## config.mk

```make
export PLATFORM = sky130hd
export DESIGN_NAME = game_seq_ctrl
export DESIGN_NICKNAME = d
export VERILOG_FILES = /design/src/rtl/game_seq_ctrl.sv
export SDC_FILE = /design/constraint.sdc
export NUM_CORES = 1
export LEC_CHECK = 0
export CAP_MARGIN = 25
export CORE_ASPECT_RATIO = 1.4
export CORE_MARGIN = 2
export CORE_UTILIZATION = 54
export DETAILED_ROUTE_END_ITERATION = 10
export PLACE_DENSITY = 0.92
export SLEW_MARGIN = 20
export SYNTH_ARGS = -nofsm -noshare
export SYNTH_HDL_FRONTEND = slang
export SYNTH_SLANG_ARGS = --single-unit
```

## constraint.sdc

```tcl
create_clock -name clk -period 3.15 [get_ports clk]
set_input_delay 0.63 -clock clk [delete_from_list [all_inputs] [get_ports clk]]
set_output_delay 0.63 -clock clk [all_outputs]
set_load 0.01 [all_outputs]
```

## src/rtl/game_seq_ctrl.sv

```systemverilog
// Round sequencer for the music game: button debounce, countdown, play/pause/done control.
// Optional BEST_SCORE_EN macro adds best_score / new_best tracking across rounds.
module game_seq_ctrl #(
  parameter int DEB_CYCLES = 16,
  parameter int CNT_TICKS  = 4,
  parameter int END_HOLD   = 16
) (
  input  logic        clk,
  input  logic        rst,
  input  logic        start_btn,
  input  logic        pause_btn,
  input  logic        tick,
  input  logic        song_end,
  input  logic [2:0]  speed_in,
  input  logic [11:0] score,
  output logic        dp_rst,
  output logic        run_en,
  output logic [2:0]  speed,
  output logic [1:0]  countdown,
  output logic [2:0]  state,
  output logic [11:0] final_score
`ifdef BEST_SCORE_EN
  ,
  output logic [11:0] best_score,
  output logic        new_best
`endif
);

  localparam int TMAX = (CNT_TICKS > END_HOLD) ? CNT_TICKS : END_HOLD;
  localparam int TW   = $clog2(TMAX) + 1;
  localparam int DW   = $clog2(DEB_CYCLES + 1);

  typedef enum logic [2:0] {
    IDLE  = 3'd0,
    COUNT = 3'd1,
    PLAY  = 3'd2,
    PAUSE = 3'd3,
    DONE  = 3'd4
  } state_t;

  // Lane 0 = start, lane 1 = pause
  logic [1:0]         sync1_q, sync1_d, sync2_q, sync2_d;
  logic [1:0]         deb_q, deb_d, press_q, press_d;
  logic [1:0][DW-1:0] dcnt_q, dcnt_d;

  state_t        state_q, state_d;
  logic [TW-1:0] tcnt_q, tcnt_d, tcnt_inc;
  logic [1:0]    cd_q, cd_d;
  logic [2:0]    speed_q, speed_d;
  logic [11:0]   fscore_q, fscore_d;
  logic          start_p, pause_p;

  assign start_p = press_q[0];
  assign pause_p = press_q[1];

  always_comb begin
    sync1_d = {pause_btn, start_btn};
    sync2_d = sync1_q;
    for (int i = 0; i < 2; i++) begin
      deb_d[i]   = deb_q[i];
      press_d[i] = 1'b0;
      dcnt_d[i]  = '0;
      // Any return to the accepted level zeroes the count, so a bounce restarts it
      if (sync2_q[i] != deb_q[i]) begin
        if (dcnt_q[i] == DW'(DEB_CYCLES - 1)) begin
          deb_d[i]   = sync2_q[i];
          press_d[i] = sync2_q[i];
        end else begin
          dcnt_d[i] = dcnt_q[i] + 1'b1;
        end
      end
    end
  end

  assign tcnt_inc = (tcnt_q == '1) ? tcnt_q : tcnt_q + 1'b1;

  always_comb begin
    state_d  = state_q;
    tcnt_d   = tcnt_q;
    cd_d     = cd_q;
    speed_d  = speed_q;
    fscore_d = fscore_q;
    case (state_q)
      IDLE: begin
        if (start_p) begin
          state_d = COUNT;
          speed_d = speed_in;
          cd_d    = 2'd3;
          tcnt_d  = '0;
        end
      end
      COUNT: begin
        if (start_p) begin
          state_d = IDLE;
          cd_d    = 2'd0;
        end else if (tick) begin
          if (tcnt_inc == TW'(CNT_TICKS)) begin
            tcnt_d = '0;
            cd_d   = cd_q - 2'd1;
            if (cd_q == 2'd1) state_d = PLAY;
          end else begin
            tcnt_d = tcnt_inc;
          end
        end
      end
      PLAY: begin
        if (song_end) begin
          state_d  = DONE;
          fscore_d = score;
          tcnt_d   = '0;
        end else if (pause_p) begin
          state_d = PAUSE;
        end
      end
      PAUSE: begin
        if (start_p)      state_d = IDLE;
        else if (pause_p) state_d = PLAY;
      end
      DONE: begin
        if (start_p) begin
          state_d = COUNT;
          speed_d = speed_in;
          cd_d    = 2'd3;
          tcnt_d  = '0;
        end else if (tick) begin
          if (tcnt_inc == TW'(END_HOLD)) state_d = IDLE;
          else                           tcnt_d  = tcnt_inc;
        end
      end
      default: begin
        state_d = IDLE;
        cd_d    = 2'd0;
        tcnt_d  = '0;
      end
    endcase
  end

  always_ff @(posedge clk) begin
    if (!rst) begin
      sync1_q  <= '0;
      sync2_q  <= '0;
      deb_q    <= '0;
      press_q  <= '0;
      dcnt_q   <= '0;
      state_q  <= IDLE;
      tcnt_q   <= '0;
      cd_q     <= '0;
      speed_q  <= '0;
      fscore_q <= '0;
    end else begin
      sync1_q  <= sync1_d;
      sync2_q  <= sync2_d;
      deb_q    <= deb_d;
      press_q  <= press_d;
      dcnt_q   <= dcnt_d;
      state_q  <= state_d;
      tcnt_q   <= tcnt_d;
      cd_q     <= cd_d;
      speed_q  <= speed_d;
      fscore_q <= fscore_d;
    end
  end

  assign dp_rst      = (state_q == PLAY) || (state_q == PAUSE) || (state_q == DONE);
  assign run_en      = (state_q == PLAY);
  assign speed       = speed_q;
  assign countdown   = cd_q;
  assign state       = state_q;
  assign final_score = fscore_q;

`ifdef BEST_SCORE_EN
  logic [11:0] best_q, best_d;
  logic        nb_q, nb_d;

  always_comb begin
    best_d = best_q;
    nb_d   = nb_q;
    if (state_q == PLAY && song_end && score > best_q) begin
      best_d = score;
      nb_d   = 1'b1;
    end
    if (state_q == DONE && state_d != DONE) nb_d = 1'b0;
  end

  always_ff @(posedge clk) begin
    if (!rst) begin
      best_q <= '0;
      nb_q   <= 1'b0;
    end else begin
      best_q <= best_d;
      nb_q   <= nb_d;
    end
  end

  assign best_score = best_q;
  assign new_best   = nb_q;
`endif

endmodule
```

Word-level counts from Yosys, hierarchy flattened
Index checks and enable logic that the tools add are counted.
{"block": "word_totals", "reg_bits": 43, "input_bits": 21, "word_cells": 91, "output_inout_bits": 22}
{"block": "op_classes", "bitwise": 5, "muxes": 28, "addsub": 4, "reduce_logical": 16, "n_eq_ne": 25}
{"op": "$mux W5", "n": 9}
{"op": "$mux W3", "n": 12}
{"op": "$pmux W5 S5", "n": 1}
{"op": "$ne A3 B3 Y1 const B", "n": 7}
{"op": "$add A5 B1 Y5 const B", "n": 3}
{"op": "$pmux W3 S5", "n": 1}
{"op": "$eq A5 B4 Y1 const B", "n": 2}
{"op": "$eq A5 B5 Y1 const B", "n": 2}
{"op": "$mux W2", "n": 4}
{"op": "$ne A2 B2 Y1 const B", "n": 4}
{"op": "$reduce_and A2 Y1", "n": 4}
{"op": "$reduce_and A8 Y1", "n": 1}
{"op": "$reduce_and A7 Y1", "n": 1}
{"op": "$eq A3 B2 Y1 const B", "n": 2}
{"op": "$pmux W2 S3", "n": 1}
{"op": "$reduce_and A3 Y1", "n": 2}
{"op": "$reduce_or A3 Y1", "n": 2}
{"op": "$eq A5 B3 Y1 const B", "n": 1}
{"op": "$not A1 Y1", "n": 5}
{"op": "$reduce_and A4 Y1", "n": 1}
{"op": "$reduce_or A2 Y1", "n": 2}
{"op": "$eq A3 B1 Y1 const B", "n": 1}
{"op": "$eq A3 B3 Y1 const B", "n": 1}
{"op": "$logic_not A3 Y1", "n": 1}
{"op": "6 further kinds", "n": 8}

Depth between registers and ports, before layout
Gate-level depths: netlist (run 1).
{"block": "logic_depth", "word_depth": 7, "ltp_mapped": 7, "depth_no_buf": 6}

Least setup slack after synthesis (run 1)
OpenSTA, ideal clock, no wires.
{"block": "synth_timing", "kind": "register -> register", "startpoint": "register tcnt_q[0]", "endpoint": "register tcnt_q[4]", "n_path_buf": 1, "setup_time_ns": 0.119, "path_slack_ns": 1.304, "stages_incl_launch_ff": 8, "arrival_time_ns": 1.728, "required_ns": 3.031, "period_less_slack_ns": 1.846, "path_cell_list": "dfxtp_1 -> ha_1 -> and4b_4 -> a22oi_2 -> nor3b_2 -> or2_1 -> buf_6 -> o221a_2"}
{"block": "synth_between", "elab_chain_cells": 7, "elab_cells_between_ends": 14, "cone_classes": "add/sub (1); eq/ne (4); mux (8); reduce/logical (1)"}
{"item": "start, declared", "line": "47", "text": "logic [TW-1:0] tcnt_q, tcnt_d, tcnt_inc;"}
{"item": "start signal, assigned", "line": "157", "text": "tcnt_q <= tcnt_d;"}
{"item": "$add A5 B1 Y5 or $eq A5 B5 Y1 (tied branches)", "line": "75", "text": "assign tcnt_inc = (tcnt_q == '1) ? tcnt_q : tcnt_q + 1'b1;"}
{"item": "$mux W5 *", "line": "75"}
{"item": "$eq A5 B3 Y1", "line": "97", "text": "if (tcnt_inc == TW'(CNT_TICKS)) begin"}
{"item": "$mux W5", "line": "97"}
{"item": "$mux W5", "line": "96", "text": "end else if (tick) begin"}
{"item": "$mux W5", "line": "93", "text": "if (start_p) begin"}
{"item": "$pmux W5 S5", "line": "83", "text": "case (state_q)"}
Mark *: on every way between the ends. The rest lies on a longest branch, timed or not. The select of a mux whose other input is x is not followed.
A chain may end at the register's enable or synchronous reset.

Worst setup path after layout (run 1)
{"block": "layout_timing", "startpoint": "register state_q[0], in the netlist state[0]", "endpoint": "output dp_rst"}
{"block": "layout_between", "elab_chain_cells": 3, "elab_cells_between_ends": 5, "cone_classes": "eq/ne (3); reduce/logical (2)"}
{"item": "start, declared", "line": "46", "text": "state_t state_q, state_d;"}
{"item": "start signal, assigned", "line": "156", "text": "state_q <= state_d;"}
{"item": "$eq A3 B2 Y1", "line": "164", "text": "assign dp_rst = (state_q == PLAY) || (state_q == PAUSE) || (state_q == DONE);"}
{"item": "$logic_or A1 B1 Y1", "line": "164"}
{"item": "$logic_or A1 B1 Y1 *", "line": "164"}
{"item": "end, declared", "line": "16", "text": "output logic dp_rst,"}
Mark *: on every way between the ends. The rest lies on a longest branch, timed or not.

==> metrics, run 1 <==
overall die area=0.00427 mm2; Relative slew margins=0.436; first-pass GRT wire length=7.48 mm; per-cell via count in the routed design=5.74; cell row count=26; area inside the core boundary=0.00364 mm2; n_diodes=0; Highest Clock Rate=387 MHz; share of the synthesized area in the top cell type=0.424; count of buffers inserted at the top-level ports=42; HP Class=reg -> reg; routability congestion estimate from global placement=0.854; total I/O pin count=43; Area Growth Syn to Fin=26.4%; type of element capturing the critical path=output port; standby leakage power=0.912 nW; 1st-pass router iterations=4; highest ir drop seen on vdd=532 uV; final design area excluding fillers=0.00257 mm2; total wire length after detailed routing=4.20 mm; top cells by instance count after synthesis=sky130_fd_sc_hd__dfxtp_1, sky130_fd_sc_hd__nand2_1, sky130_fd_sc_hd__nor2_1; post-route non-filler standard cell count=309; Tightest Pin Transition=0.843 ns; TritonCTS clock tree=yes; Vias=1775; Yosys top cell by area=sky130_fd_sc_hd__dfxtp_1; type of origin of the critical path=flop; register-to-register setup slack=1.09 ns; unique cell type count in the Yosys netlist=48; Hold Buf Count CTS=0; total of max-cap violations=0; clock sink count=43; share of the clock period used by the worst path=0.819; Root Driver=sky130_fd_sc_hd__clkbuf_8; initial core utilization=0.557; HPWL after DPL=3.03 mm; required time at the worst-slack endpoint=2.52 ns; Cell Pwr Density=520 mW/mm2; class of the most critical setup path=reg -> out; worst-case hold path end point=sync2_q[1]$_SDFF_PN0_; Cells on Worst Hold Path=1; most area-consuming cells after synthesis=sky130_fd_sc_hd__dfxtp_1, sky130_fd_sc_hd__nand2_1, sky130_fd_sc_hd__a21boi_0, sky130_fd_sc_hd__ha_1, sky130_fd_sc_hd__mux2i_1; number of global-route vias before repair=1753; launch point of the worst path=state[0]$_SDFFE_PN0P_; final-layout setup total negative slack=0 ns; Worst-Skew Late Latency=0.30 ns; worst-path maximum fanout=17; number of hold-slack violations in the final timing report=0; largest net degree at the start of global routing=28; number of buffers on the longest clock path=2; cell with the most instances after synthesis=sky130_fd_sc_hd__dfxtp_1; CTS H-Tree Depth=2; post-synthesis instance area=0.00203 mm2; number of DRC violations after detailed routing=0; most used flip-flop cell after synthesis=sky130_fd_sc_hd__dfxtp_1; number of synthesized register bits=43; placed cell count=301; Post-synth EDFFs=0; RR Endpoint=state[1]$_SDFFE_PN0P_; startpoint of the tightest hold check path=sync1_q[1]$_SDFF_PN0_; CTS clk-pin slew, worst paths=0.08 ns; Yosys warnings=0; overall global routing resource usage=0.217; synthesized netlist cell count=226; post-synthesis average cell area=8.99 um2; First DRT Iteration DRCs=56; fraction of synthesis flops using an asynchronous set or reset pin=0; Arr. time, crit path=1.95 ns; number of fillers in the final layout=296; wire length per cell=13.6 um; result of the run=finished clean; post-CTS setup buffer count=0; endpoints failing setup=0; x dimension of the die=55.8 um; path depth of the worst reg2reg path=6; Final Slew Violations=0; unrepaired setup endpoints after global routing=false; Vert. Die Dim=76.6 um; NumNets Final=293; final critical-path required period=2.58 ns; placed cell areas=0.00245 mm2; total of cells resized after clock tree synthesis=0; Post-Route Skew=0.00677 ns; portion of the post-synthesis area used by sequential elements=0.424; net count after synthesis=253; total global routing overflow=0; fraction of final layout cells with drive strength greater than 1=0.0637; Routed Antenna Nets=0; Final Core Density=0.705; number of antenna violations at the first check in global routing=0; beginning of the worst register-to-register path=tcnt_q[0]$_SDFFE_PN0P_; number of buffers created by CTS=5
## placed cells by master (no fill, tap or decap), drive strengths merged, types with 4 or more instances in the layout
cell type and n:
dfxtp 43, clkdlybuf4s50 42, nand2 38, nor2 16, a21boi 16, nand3 10
o21ai 8, inv 7, and2 6, mux2i 6, ha 6, clkbuf 6
xor2 5, nand2b 4, nor2b 4
## per-stage QoR
stage	hold slack, ns	total power (W)	worst slack, ns
4_1_cts	0.445	0.00134	0.581
6_report	0.444	0.00133	0.569
3_5_place_dp	0.419	0.000904	0.854
3_3_place_gp	0.417	0.000900	0.935
2_1_floorplan	0.412	0.000795	1.30
5_1_grt	0.460	0.00140	0.430
## worst max-delay path by stage
stage	cells past startpoint	slack (ns)	end
after floorplan	7	1.30	tcnt_q[4]$_SDFFE_PN0P_
after global placement	5	0.93	state[1]$_SDFFE_PN0P_
after detailed placement	4	0.85	tcnt_q[2]$_SDFFE_PN0P_
after CTS	4	0.58	dp_rst
after global routing	4	0.43	dp_rst
final	4	0.57	dp_rst
## state kept, by name, indices dropped and copies added (netlist names)
name         cells
speed            3
state            3
final_score     12
dcnt_q          10
deb_q            2
sync2_q          2
tcnt_q           5
countdown        2
sync1_q          2
press_q          2
## layer usage
| layer | track usage | part of all wire |
|---|---|---|
| met1 | 0.226 | 0.39 |
| met2 | 0.395 | 0.53 |
| met3 | 0.0543 | 0.059 |
| met4 | 0.105 | 0.026 |
| met5 | 0 | 0 |
## power by group
part	internal, W	total (W)	switching [W]
clock network	0.000256	0.000440	0.000184
registers	0.000569	0.000605	0.0000360
logic	0.000150	0.000288	0.000139
## cell families (layout without fill, tap and decap cells)
family                     count (synthesis)  after routing  synth area share
AOI/OAI and AO/OA                         51             51             0.197
xor gates and xnor gates                   8              8            0.0345
adders and majority gates                  6              6            0.0370
buffers and inverters                     19             60            0.0505
DFF                                       43             43             0.424
muxes                                      6              6            0.0296
and+or+nand+nor                           93             93             0.228
## layout make-up
class                   count  area, um2  area share
multi-input cells         164       1070       0.416
flip-flops and latches     43        861       0.335
repair buffers             45        443       0.173
clock buffers               6       82.6      0.0322
well taps                  42       52.6      0.0205
clock inverters             2       35.0      0.0136
inverters                   7       26.3      0.0102
## critical path: stages, from the launching register on
cell	delay [ns]
sky130_fd_sc_hd__dfxtp_1	0.48
sky130_fd_sc_hd__nor2_1	0.46
sky130_fd_sc_hd__nand2_1	0.10
sky130_fd_sc_hd__nand2_1	0.09
sky130_fd_sc_hd__clkdlybuf4s50_1	0.53
No activity file was read; power rests on OpenSTA's default activity.
==> run 2: changes to the inputs <==
Settings changed: CORE_UTILIZATION 54 to 45, PLACE_DENSITY 0.92 to 0.83.
Clock period 3.15 ns to 2.1 ns, I/O delays scaled along.
==> metrics, run 2 (synthesis results as in run 1) <==
result of the run=finished clean; total I/O pin count=43; Arr. time, crit path=2.26 ns; type of element capturing the critical path=flop; number of hold-slack violations in the final timing report=0; worst-path maximum fanout=5; Root Driver=sky130_fd_sc_hd__clkbuf_8; type of origin of the critical path=flop; first-pass GRT wire length=6.61 mm; total wire length after detailed routing=3.99 mm; RR Endpoint=state[0]$_SDFFE_PN0P_; number of cells on the critical path=6; number of buffers created by CTS=5; initial core utilization=0.475; share of the clock period used by the worst path=0.966; routability congestion estimate from global placement=0.798; count of buffers inserted at the top-level ports=42; Cell Pwr Density=725 mW/mm2; final design area excluding fillers=0.00261 mm2; TritonCTS clock tree=yes; fraction of final layout cells with drive strength greater than 1=0.0892; final critical-path required period=2.03 ns; area inside the core boundary=0.00427 mm2; Worst-Skew Late Latency=0.30 ns; CTS H-Tree Depth=2; total of max-cap violations=0; Worst path slowest cell=sky130_fd_sc_hd__dfxtp_2; number of flip-flops in the largest register=12; Cells on Worst Hold Path=1; Highest Clock Rate=493 MHz; class of the most critical setup path=reg -> reg; clock sink count=43; x dimension of the die=60.8 um; launch point of the worst path=tcnt_q[1]$_SDFFE_PN0P_; largest net degree at the start of global routing=42; HP Class=reg -> reg; number of antenna violations at the first check in global routing=0; commonest cells after routing, fill and taps aside=sky130_fd_sc_hd__clkdlybuf4s50_1, sky130_fd_sc_hd__dfxtp_1, sky130_fd_sc_hd__nand2_1; buffers plus inverters on the worst setup path=0; n_diodes=0; overall die area=0.00507 mm2; HPWL after DPL=2.91 mm; 1st-pass router iterations=4; overall global routing resource usage=0.167; standby leakage power=0.932 nW; Vias=1702; CTS clk-pin slew, worst paths=0.09 ns; cell breakdown of the critical path=ha_1, and4b_4, a22o_1, a31oi_2, a211oi_2, mux2i_1; endpoints failing setup=0; Relative slew margins=0.621; Vert. Die Dim=83.5 um; number of global-route vias before repair=1597; Area Growth Syn to Fin=28.6%; required time at the worst-slack endpoint=2.33 ns; placed cell areas=0.00250 mm2; most common cell after layout, fill and taps aside=sky130_fd_sc_hd__clkdlybuf4s50_1; register-to-register setup slack=0.07 ns; Max stage delay on crit path=0.35 ns; total global routing overflow=0; highest ir drop seen on vdd=457 uV; cell row count=28; total area of multi-input combinational cells=0.00108 mm2; Tightest Pin Transition=0.567 ns; critical path's top delay family=compound AO/OA/AOI/OAI gates; final-layout setup total negative slack=0 ns; beginning of the worst register-to-register path=tcnt_q[1]$_SDFFE_PN0P_; worst-case hold path end point=sync2_q[1]$_SDFF_PN0_; startpoint of the tightest hold check path=sync1_q[1]$_SDFF_PN0_; Final Slew Violations=0; NumNets Final=295; Routed Antenna Nets=0; per-cell via count in the routed design=5.17; First DRT Iteration DRCs=46; FF+latch area=865 um2; Post-Route Skew=0.00746 ns; path depth of the worst reg2reg path=6; number of buffers on the longest clock path=2; wire length per cell=12.1 um; number of fillers in the final layout=382; number of DRC violations after detailed routing=0; post-CTS setup buffer count=0
## run 2: changes by cell type in the layout (fill, tap and decap cells not counted), sizes merged
cell	before	now
bufinv	1	0
clkinvlp	0	1
dlymetal6s2s	0	1
buf	3	5
clkinv	1	2
clkbuf	6	5
clkdlybuf4s50	42	41
## run 2: per-layer routing
| metal | vias up | GRT usage | part of all wire |
|---|---|---|---|
| li1 | 875 | - | - |
| met1 | 771 | 0.172 | 0.42 |
| met2 | 48 | 0.300 | 0.51 |
| met3 | 8 | 0.0574 | 0.053 |
| met4 | 0 | 0.0573 | 0.014 |
| met5 | - | 0 | 0 |
## run 2: area by class of cell
cell class	instances	share of cell area
multi-input combinational	164	0.413
sequential	43	0.331
timing repair buffer	47	0.181
tap	60	0.0287
clock buffer	5	0.0264
inverter	7	0.0101
clock inverter	3	0.00958
## run 2: worst max path at each step
stage,slack [ns],to
2_1_floorplan,0.25,tcnt_q[4]$_SDFFE_PN0P_
3_3_place_gp,0.08,tcnt_q[4]$_SDFFE_PN0P_
3_5_place_dp,0.05,tcnt_q[4]$_SDFFE_PN0P_
4_1_cts,0.06,run_en
5_1_grt,-0.02,state[0]$_SDFFE_PN0P_
6_report,0.07,state[0]$_SDFFE_PN0P_
## run 2: through the flow
| stage | setup WS (ns) | util | hold WS, ns | std cells | total power [W] |
|---|---|---|---|---|---|
| 2_1_floorplan | 0.254 | - | 0.412 | 226 | 0.00119 |
| 3_3_place_gp | 0.0826 | 0.585 | 0.421 | 321 | 0.00137 |
| 3_5_place_dp | 0.0534 | 0.585 | 0.421 | 321 | 0.00138 |
| 4_1_cts | 0.0636 | 0.607 | 0.444 | 329 | 0.00191 |
| 5_1_grt | -0.0243 | 0.611 | 0.474 | 329 | 0.00200 |
| 6_report | 0.0711 | 0.611 | 0.441 | 329 | 0.00189 |
## run 2: what timing repair did
| item | 4_1_cts | 5_1_grt |
|---|---|---|
| resized for setup | 2 | 4 |
| setup endpoints to repair | 1 | 7 |
| hold buffers | 0 | 0 |
| gates cloned | 0 | 0 |
| pin swaps | 0 | 1 |
## run 2: power breakdown
group	internal (W)	leakage, nW	switching [W]
logic	0.000241	0.539	0.000218
registers	0.000855	0.349	0.0000463
clock network	0.000238	0.0443	0.000294
total	0.00133	0.932	0.000559
